$ cat src/rtl/event_index_encoder.sv
// Converts multi-hot event pulses into a stream of indices, one per event,
// behind a valid/ready output slot, with fixed-priority or round-robin arbitration.
module event_index_encoder #(
   parameter int unsigned WIDTH = 8,
   parameter int unsigned IDX_W = 3,
   parameter bit          RR    = 1'b0
) (
   input  logic             clk,
   input  logic             rst_n,
   input  logic [WIDTH-1:0] evt_in,
   input  logic             clr,
   output logic [IDX_W-1:0] idx_out,
   output logic             idx_valid,
   input  logic             idx_ready,
   output logic [WIDTH-1:0] pending,
   output logic             ovf
);

   logic [WIDTH-1:0] r_pending;
   logic [IDX_W-1:0] r_idx;
   logic             r_valid;
   logic             r_ovf;
   logic [IDX_W-1:0] r_ptr;

   logic             w_slot_free;
   logic [IDX_W-1:0] w_start;
   logic [IDX_W-1:0] w_cand;
   logic [IDX_W-1:0] w_sel;
   logic             w_found;
   logic             w_load;
   logic [WIDTH-1:0] w_load_mask;
   logic [WIDTH-1:0] w_pending_next;
   logic             w_drop;

   assign w_slot_free = !r_valid || idx_ready;
   assign w_start     = RR ? r_ptr : '0;

   // Scan pending from the start point, wrapping; first set bit wins.
   always_comb begin
      w_sel   = '0;
      w_found = 1'b0;
      w_cand  = '0;
      for (int i = 0; i < int'(WIDTH); i++) begin
         w_cand = w_start + IDX_W'(i);
         if (!w_found && r_pending[w_cand]) begin
            w_sel   = w_cand;
            w_found = 1'b1;
         end
      end
   end

   assign w_load         = w_slot_free && w_found;
   assign w_load_mask    = w_load ? (WIDTH'(1) << w_sel) : '0;
   // A new event on the bit being loaded re-arms it instead of overflowing.
   assign w_pending_next = (r_pending & ~w_load_mask) | evt_in;
   assign w_drop         = |(evt_in & r_pending & ~w_load_mask);

   always_ff @(posedge clk or negedge rst_n) begin
      if (!rst_n) begin
         r_pending <= '0;
         r_idx     <= '0;
         r_valid   <= 1'b0;
         r_ovf     <= 1'b0;
         r_ptr     <= '0;
      end else if (clr) begin
         r_pending <= '0;
         r_idx     <= '0;
         r_valid   <= 1'b0;
         r_ovf     <= 1'b0;
         r_ptr     <= '0;
      end else begin
         r_pending <= w_pending_next;
         if (w_drop) begin
            r_ovf <= 1'b1;
         end
         if (w_slot_free) begin
            r_valid <= w_load;
            if (w_load) begin
               r_idx <= w_sel;
               if (RR) begin
                  r_ptr <= w_sel + IDX_W'(1);
               end
            end
         end
      end
   end

   assign idx_out   = r_idx;
   assign idx_valid = r_valid;
   assign pending   = r_pending;
   assign ovf       = r_ovf;

endmodule

$ cat config.mk
export PLATFORM = sky130hd
export DESIGN_NAME = event_index_encoder
export DESIGN_NICKNAME = d
export VERILOG_FILES = /design/src/rtl/event_index_encoder.sv
export SDC_FILE = /design/constraint.sdc
export NUM_CORES = 1
export LEC_CHECK = 0
export ABC_AREA = 1
export CORE_ASPECT_RATIO = 1.4
export CORE_MARGIN = 4
export CORE_UTILIZATION = 33
export CTS_CLUSTER_SIZE = 12
export DETAILED_ROUTE_END_ITERATION = 10
export GPL_TIMING_DRIVEN = 0
export PLACE_DENSITY_LB_ADDON = 0.1
export SLEW_MARGIN = 15
export SYNTH_ARGS = -nofsm -noshare
export SYNTH_HDL_FRONTEND = slang
export SYNTH_SLANG_ARGS = --single-unit
$ cat constraint.sdc
create_clock -name clk -period 1.4 [get_ports clk]
set_clock_uncertainty 0.15 [all_clocks]
set_input_delay 0.28 -clock clk [delete_from_list [all_inputs] [get_ports clk]]
set_output_delay 0.28 -clock clk [all_outputs]
set_load 0.01 [all_outputs]
==> Word-level counts from Yosys, hierarchy flattened <==
Cells that the tools add are included.
{ "word_totals": {"in_bits": 12, "output_inout_bits": 13, "reg_bits": 13, "elab_cells": 56} }
{ "op_classes": {"n_reduce_logical": 22, "shifts": 1, "bitwise": 5, "mux": 24} }
{ "ops": {"columns": ["cell", "n"], "rows": [
  ["AND 8 bit", 3],
  ["two-way mux 3 bit", 7],
  ["two-way mux 8 bit", 2],
  ["two-way mux 1 bit", 13],
  ["logical AND 1 bit", 8],
  ["logical NOT 1 bit", 8],
  ["NOT 8 bit", 1],
  ["bitwise OR 8 bit", 1],
  ["OR reduction 8 bit", 1],
  ["<< shifter 1 x 3 -> 8 bit (first input constant)", 1],
  ["nonzero test 2 bit", 3],
  ["two-way mux 2 bit", 2],
  ["AND reduction 2 bit", 1],
  ["logical OR 1 bit", 1]
]} }

==> Depth between registers and ports, before layout <==
{ "logic_depth": {"word_depth": 29, "ltp_mapped": 11, "depth_no_buf": 11} }

==> Least setup slack after synthesis <==
No wires, ideal clock.
{ "synth_path": {"kind": "flip-flop to flip-flop", "from": "register r_pending[2], in the netlist pending[2]", "to": "register r_ovf, in the netlist ovf", "path_stages_with_launch": 11, "arrival_ps": 1343, "required_ps": 1121, "n_path_buf": 0, "period_less_slack_ps": 1622, "setup_time_ps": 129, "path_slack_ps": -222, "path_cell_list": "dfrtp_1 > nor2_2 > nand3_2 > nor3_1 > nand3_1 > nand2_1 > inv_1 > nor2_1 > nand2_1 > nor2_2 > nor2_2"} }
{ "synth_via": {"elab_chain_len": 23, "elab_cells_between_ends": 31, "classes_between": "shift (1); mux (13); bitwise (3); reduce/logical (14)"} }
{ "synth_rtl": {"columns": ["element", "line_no", "source"], "rows": [
  ["start, declared", "19", "logic [WIDTH-1:0] r_pending;"],
  ["start signal, assigned", "72", "r_pending <= w_pending_next;"],
  ["logical AND 1 bit", "45", "if (!w_found && r_pending[w_cand]) begin"],
  ["two-way mux 1 bit", "45", null],
  ["logical NOT 1 bit", "45", null],
  ["logical AND 1 bit", "45", null],
  ["two-way mux 1 bit", "45", null],
  ["logical NOT 1 bit", "45", null],
  ["logical AND 1 bit", "45", null],
  ["two-way mux 1 bit", "45", null],
  ["(+7 left out)", null, null],
  ["logical AND 1 bit", "45", null],
  ["two-way mux 3 bit or two-way mux 1 bit (tied branches)", "45", null],
  ["<< shifter 1 x 3 -> 8 bit or logical AND 1 bit (tied branches)", "53, 52", null],
  ["two-way mux 8 bit", "53", "assign w_load_mask = w_load ? (WIDTH'(1) << w_sel) : '0;"],
  ["NOT 8 bit", "56", "assign w_drop = |(evt_in & r_pending & ~w_load_mask);"],
  ["AND 8 bit *", "56", null],
  ["OR reduction 8 bit *", "56", null],
  ["nonzero test 2 bit (no source line) *", null, null],
  ["end signal, assigned", "63", "r_ovf <= 1'b0;"],
  ["end signal, assigned", "69", "r_ovf <= 1'b0;"],
  ["end signal, assigned", "74", "r_ovf <= 1'b1;"],
  ["end, declared", "22", "logic r_ovf;"]
]} }
Mark *: on every way between the ends. The rest lies on a longest branch, timed or not.
A chain may end at the register's enable or synchronous reset.

==> Worst setup path after layout <==
{ "layout_path": {"from": "register r_pending[1], in the netlist pending[1]", "to": "register r_ovf, in the netlist ovf"} }
{ "layout_via": {"elab_chain_len": 26, "elab_cells_between_ends": 35, "classes_between": "shift (1); mux (15); bitwise (3); reduce/logical (16)"} }
{ "layout_rtl": {"columns": ["element", "line_no"], "rows": [
  ["logical AND 1 bit", "45"],
  ["two-way mux 1 bit", "45"],
  ["logical NOT 1 bit", "45"],
  ["logical AND 1 bit", "45"],
  ["two-way mux 1 bit", "45"],
  ["logical NOT 1 bit", "45"],
  ["logical AND 1 bit", "45"],
  ["two-way mux 1 bit", "45"],
  ["(+10 left out)", null],
  ["logical AND 1 bit", "45"],
  ["two-way mux 3 bit or two-way mux 1 bit (tied branches)", "45"],
  ["<< shifter 1 x 3 -> 8 bit or logical AND 1 bit (tied branches)", "53, 52"],
  ["two-way mux 8 bit", "53"],
  ["NOT 8 bit", "56"],
  ["AND 8 bit *", "56"],
  ["OR reduction 8 bit *", "56"],
  ["nonzero test 2 bit (no source line) *", null]
]} }
Marked as above.

==> results.sh <==
export IMPL_run_status="complete, but fails checks"
export IMPL_failed_checks="setup timing"
export IMPL_fin_crit_sh_pct=120
export IMPL_ir_drop_mv=0.654
export IMPL_drive_gt1_share_pct=35.6
export IMPL_reg2reg_from="pending[1]$_DFF_PN0_"
export IMPL_reg2reg_depth=10
export IMPL_cts_hold_buf=0
export IMPL_die_x_um=50.8
export IMPL_drv_cap=0
export IMPL_finalWirelength_um=2130
export IMPL_synthAdderAreaFrac_pct=0
export IMPL_grt_pass1_wl_um=3640
export IMPL_setup_viol=13
export IMPL_crit_required_ps=1420
export IMPL_initial_core_util_pct=35.0
export IMPL_cts_max_level=1
export IMPL_synth_top_family_by_area="simple AND/OR/NAND/NOR gates"
export IMPL_crit_path_end_kind="flip-flop"
export IMPL_crit_family="simple AND/OR/NAND/NOR gates"
export IMPL_p_int_mw=0.696
export IMPL_finalHoldViolations=0
export IMPL_yosysTopAreaCell="dfrtp_1"
export IMPL_dieArea_sq_mm=0.00345
export IMPL_drtAntennaViolNets=0
export IMPL_placeableCoreArea_sq_mm=0.00242
export IMPL_cpPeakStageDelay_ps=430
export IMPL_grt_setup_unrepaired="yes"
export IMPL_max_clock_path_buffers=2
export IMPL_syn_instance_count=116
export IMPL_port_buffer_count=24
export IMPL_dp_slack_ps=-476
export IMPL_start_kind="flip-flop"
export IMPL_seq_area_frac_synth_pct=38.5
export IMPL_fin_area_sq_mm=0.00136
export IMPL_drc=0
export IMPL_num_antenna_cells=0
export IMPL_synthArstFlopShare_pct=100
export IMPL_placementRows=21
export IMPL_synth_warnings=0
export IMPL_place_area_sq_mm=0.00114
export IMPL_crit_buf_inv=1
export IMPL_grt_max_degree=14
export IMPL_fp_dieH_um=67.9
export IMPL_crit_path_cell_trace="nor2_4, nand3_4, nor3_2, nand3_2, nand2_1, inv_1, nor2_1, nand2_1, nor2_2, nor2_2"
export IMPL_cts_buffers=3
export IMPL_grt_pass1_vias=887
export IMPL_power_switching_mw=0.343
export IMPL_power_density_mw_per_mm2=767
export IMPL_vias=890
export IMPL_setup_ws_ps=-285
export IMPL_final_fill_count=245
export IMPL_hold_path_class="in2async"
export IMPL_synthesis_area_sq_um=846
export IMPL_synth_cell_types=19
export IMPL_final_cells=197
export IMPL_avgSynthCellArea_sq_um=7.29
export IMPL_cts_tree="built"
export IMPL_routed_via_density=4.52
export IMPL_clock_sinks=13
export IMPL_synthTopCellsByCount="20 x inv_1, 18 x nand2_1, 18 x nor2_1"
export IMPL_ys_ff_latch=13
export IMPL_synth_area_leaders="dfrtp_1 38%, inv_1 8.9%, nand3_1 8.9%, nand2_1 8.0%, nor2_1 8.0%"
export IMPL_path_max_fanout=3
export IMPL_syn2layout_area_growth_pct=60.2
export IMPL_critPathSlowestCell="dfrtp_2"
export IMPL_r2r_setup_slack_ps=-290
export IMPL_drv_slew=0
export IMPL_comb_power_share_pct=35.2
export IMPL_dpl_cell_count=174
export IMPL_synth_mux_area_share_pct=0
export IMPL_overflow=0
export IMPL_dp_hpwl_um=1490
export IMPL_synth_nets=128
export IMPL_clock_latency_ps=290
export IMPL_io_pin_count=25
export IMPL_arrival_ps=1700
export IMPL_max_freq_mhz=593
export IMPL_drtIter0Drc=24
export IMPL_r2r_end="ovf$_DFFE_PN0P_"
export IMPL_dr_pass1_iters=4
export IMPL_worstSetupPathType="reg2reg"
export IMPL_fin_crit_ps=1690
export IMPL_synth_compound_area_share_pct=7.84
export IMPL_cts_reportedPaths_clkPinSlew_ps=80
export IMPL_wl_per_cell_um=10.8
export IMPL_clkPwrFrac_pct=23.6
export IMPL_worstMarginPinSlew_ps=605
export IMPL_grt_usage_pct=13.9
export IMPL_synth_most_common_cell="inv_1"
export IMPL_clockRootBuffer="clkbuf_4"
export IMPL_synth_edf_count=0
export IMPL_gp_congestion=0.775
export IMPL_pwr_share_seq_pct=41.2
export IMPL_swShare_pct=33.0
export IMPL_antenna_found_initial=0
export IMPL_final_nets=176
export IMPL_netlist_area_leader_share_pct=38.5
export IMPL_slew_headroom_pct=59.5
export IMPL_synth_main_ff_cell="dfrtp_1"
export IMPL_synthSimpleGateAreaFrac_pct=43.2
export IMPL_synth_xor_area_share_pct=0
export IMPL_p_leak_nw=0.681
layer usage:
metal	vias to the layer above	track usage, %	routed length [um]
li1	461	-	-
met1	406	14.1	853
met2	18	26.8	1140
met3	5	3.70	98
met4	0	5.05	38
met5	-	0	0
stage by stage:
step	hold WS, ps	power [mW]	utilization (%)	TNS, ps
after floorplan	-166	0.606	-	-459
after global placement	341	0.732	47.1	-3170
after detailed placement	344	0.735	47.1	-3190
after CTS	252	1.02	54.0	-1920
after global routing	273	1.11	56.1	-3440
final	218	1.04	56.1	-1910
sequential cells by signal, summed over array words and instances, names as in the netlist:
| name | count |
|---|---|
| idx_valid | 1 |
| pending | 8 |
| idx_out | 3 |
| ovf | 1 |
cell families after synthesis:
family	after synthesis
AND/OR/NAND/NOR	68
buffers and inverters	23
flip-flops	13
AO/OA/AOI/OAI	12
area by class of cell:
type | instances | area [sq um] | area share (%)
well taps | 34 | 42.5 | 3.14
plain buffers | 1 | 3.75 | 0.277
clock buffers | 4 | 26.3 | 1.94
flip-flops and latches | 13 | 332 | 24.5
multi-input cells | 80 | 469 | 34.6
repair buffers | 43 | 392 | 28.9
inverters | 22 | 90.1 | 6.65
power by group through the flow:
stage | Clock [mW] | Sequential (mW) | Combinational [mW]
global placement | 0 | 0.447 | 0.285
floorplan | 0 | 0.457 | 0.149
finish | 0.245 | 0.428 | 0.366
global route | 0.274 | 0.433 | 0.405
CTS | 0.249 | 0.427 | 0.348
detailed placement | 0 | 0.448 | 0.288
cells in the final DEF, fill, tap and decap left out, drive strengths merged:
cell / count
clkbuf: 8
nand3: 18
a41oi: 1
clkdlybuf4s15: 6
nor3: 2
o21ai: 2
clkinvlp: 1
a21oi: 8
buf: 23
nand4: 1
nor2: 24
inv: 20
nand2: 23
clkinv: 1
dfrtp: 13
o31ai: 1
clkdlybuf4s50: 11
worst max-delay path by stage:
stage	start	endpoint	slack, ps	cells after the start
6_report	pending[1]$_DFF_PN0_	ovf$_DFFE_PN0P_	-290	10
5_1_grt	pending[1]$_DFF_PN0_	ovf$_DFFE_PN0P_	-440	10
4_1_cts	pending[0]$_DFF_PN0_	ovf$_DFFE_PN0P_	-280	11
3_5_place_dp	idx_ready	ovf$_DFFE_PN0P_	-480	10
3_3_place_gp	idx_ready	ovf$_DFFE_PN0P_	-480	10
2_1_floorplan	pending[1]$_DFF_PN0_	ovf$_DFFE_PN0P_	-170	10
what timing repair did:
action,CTS,global route
pin swaps,3,4
gates resized for setup,41,16
endpoints found under the setup margin,26,25
setup buffers,15,4
gates cloned,0,0
Note: power is estimated with default switching activity, not from simulation.
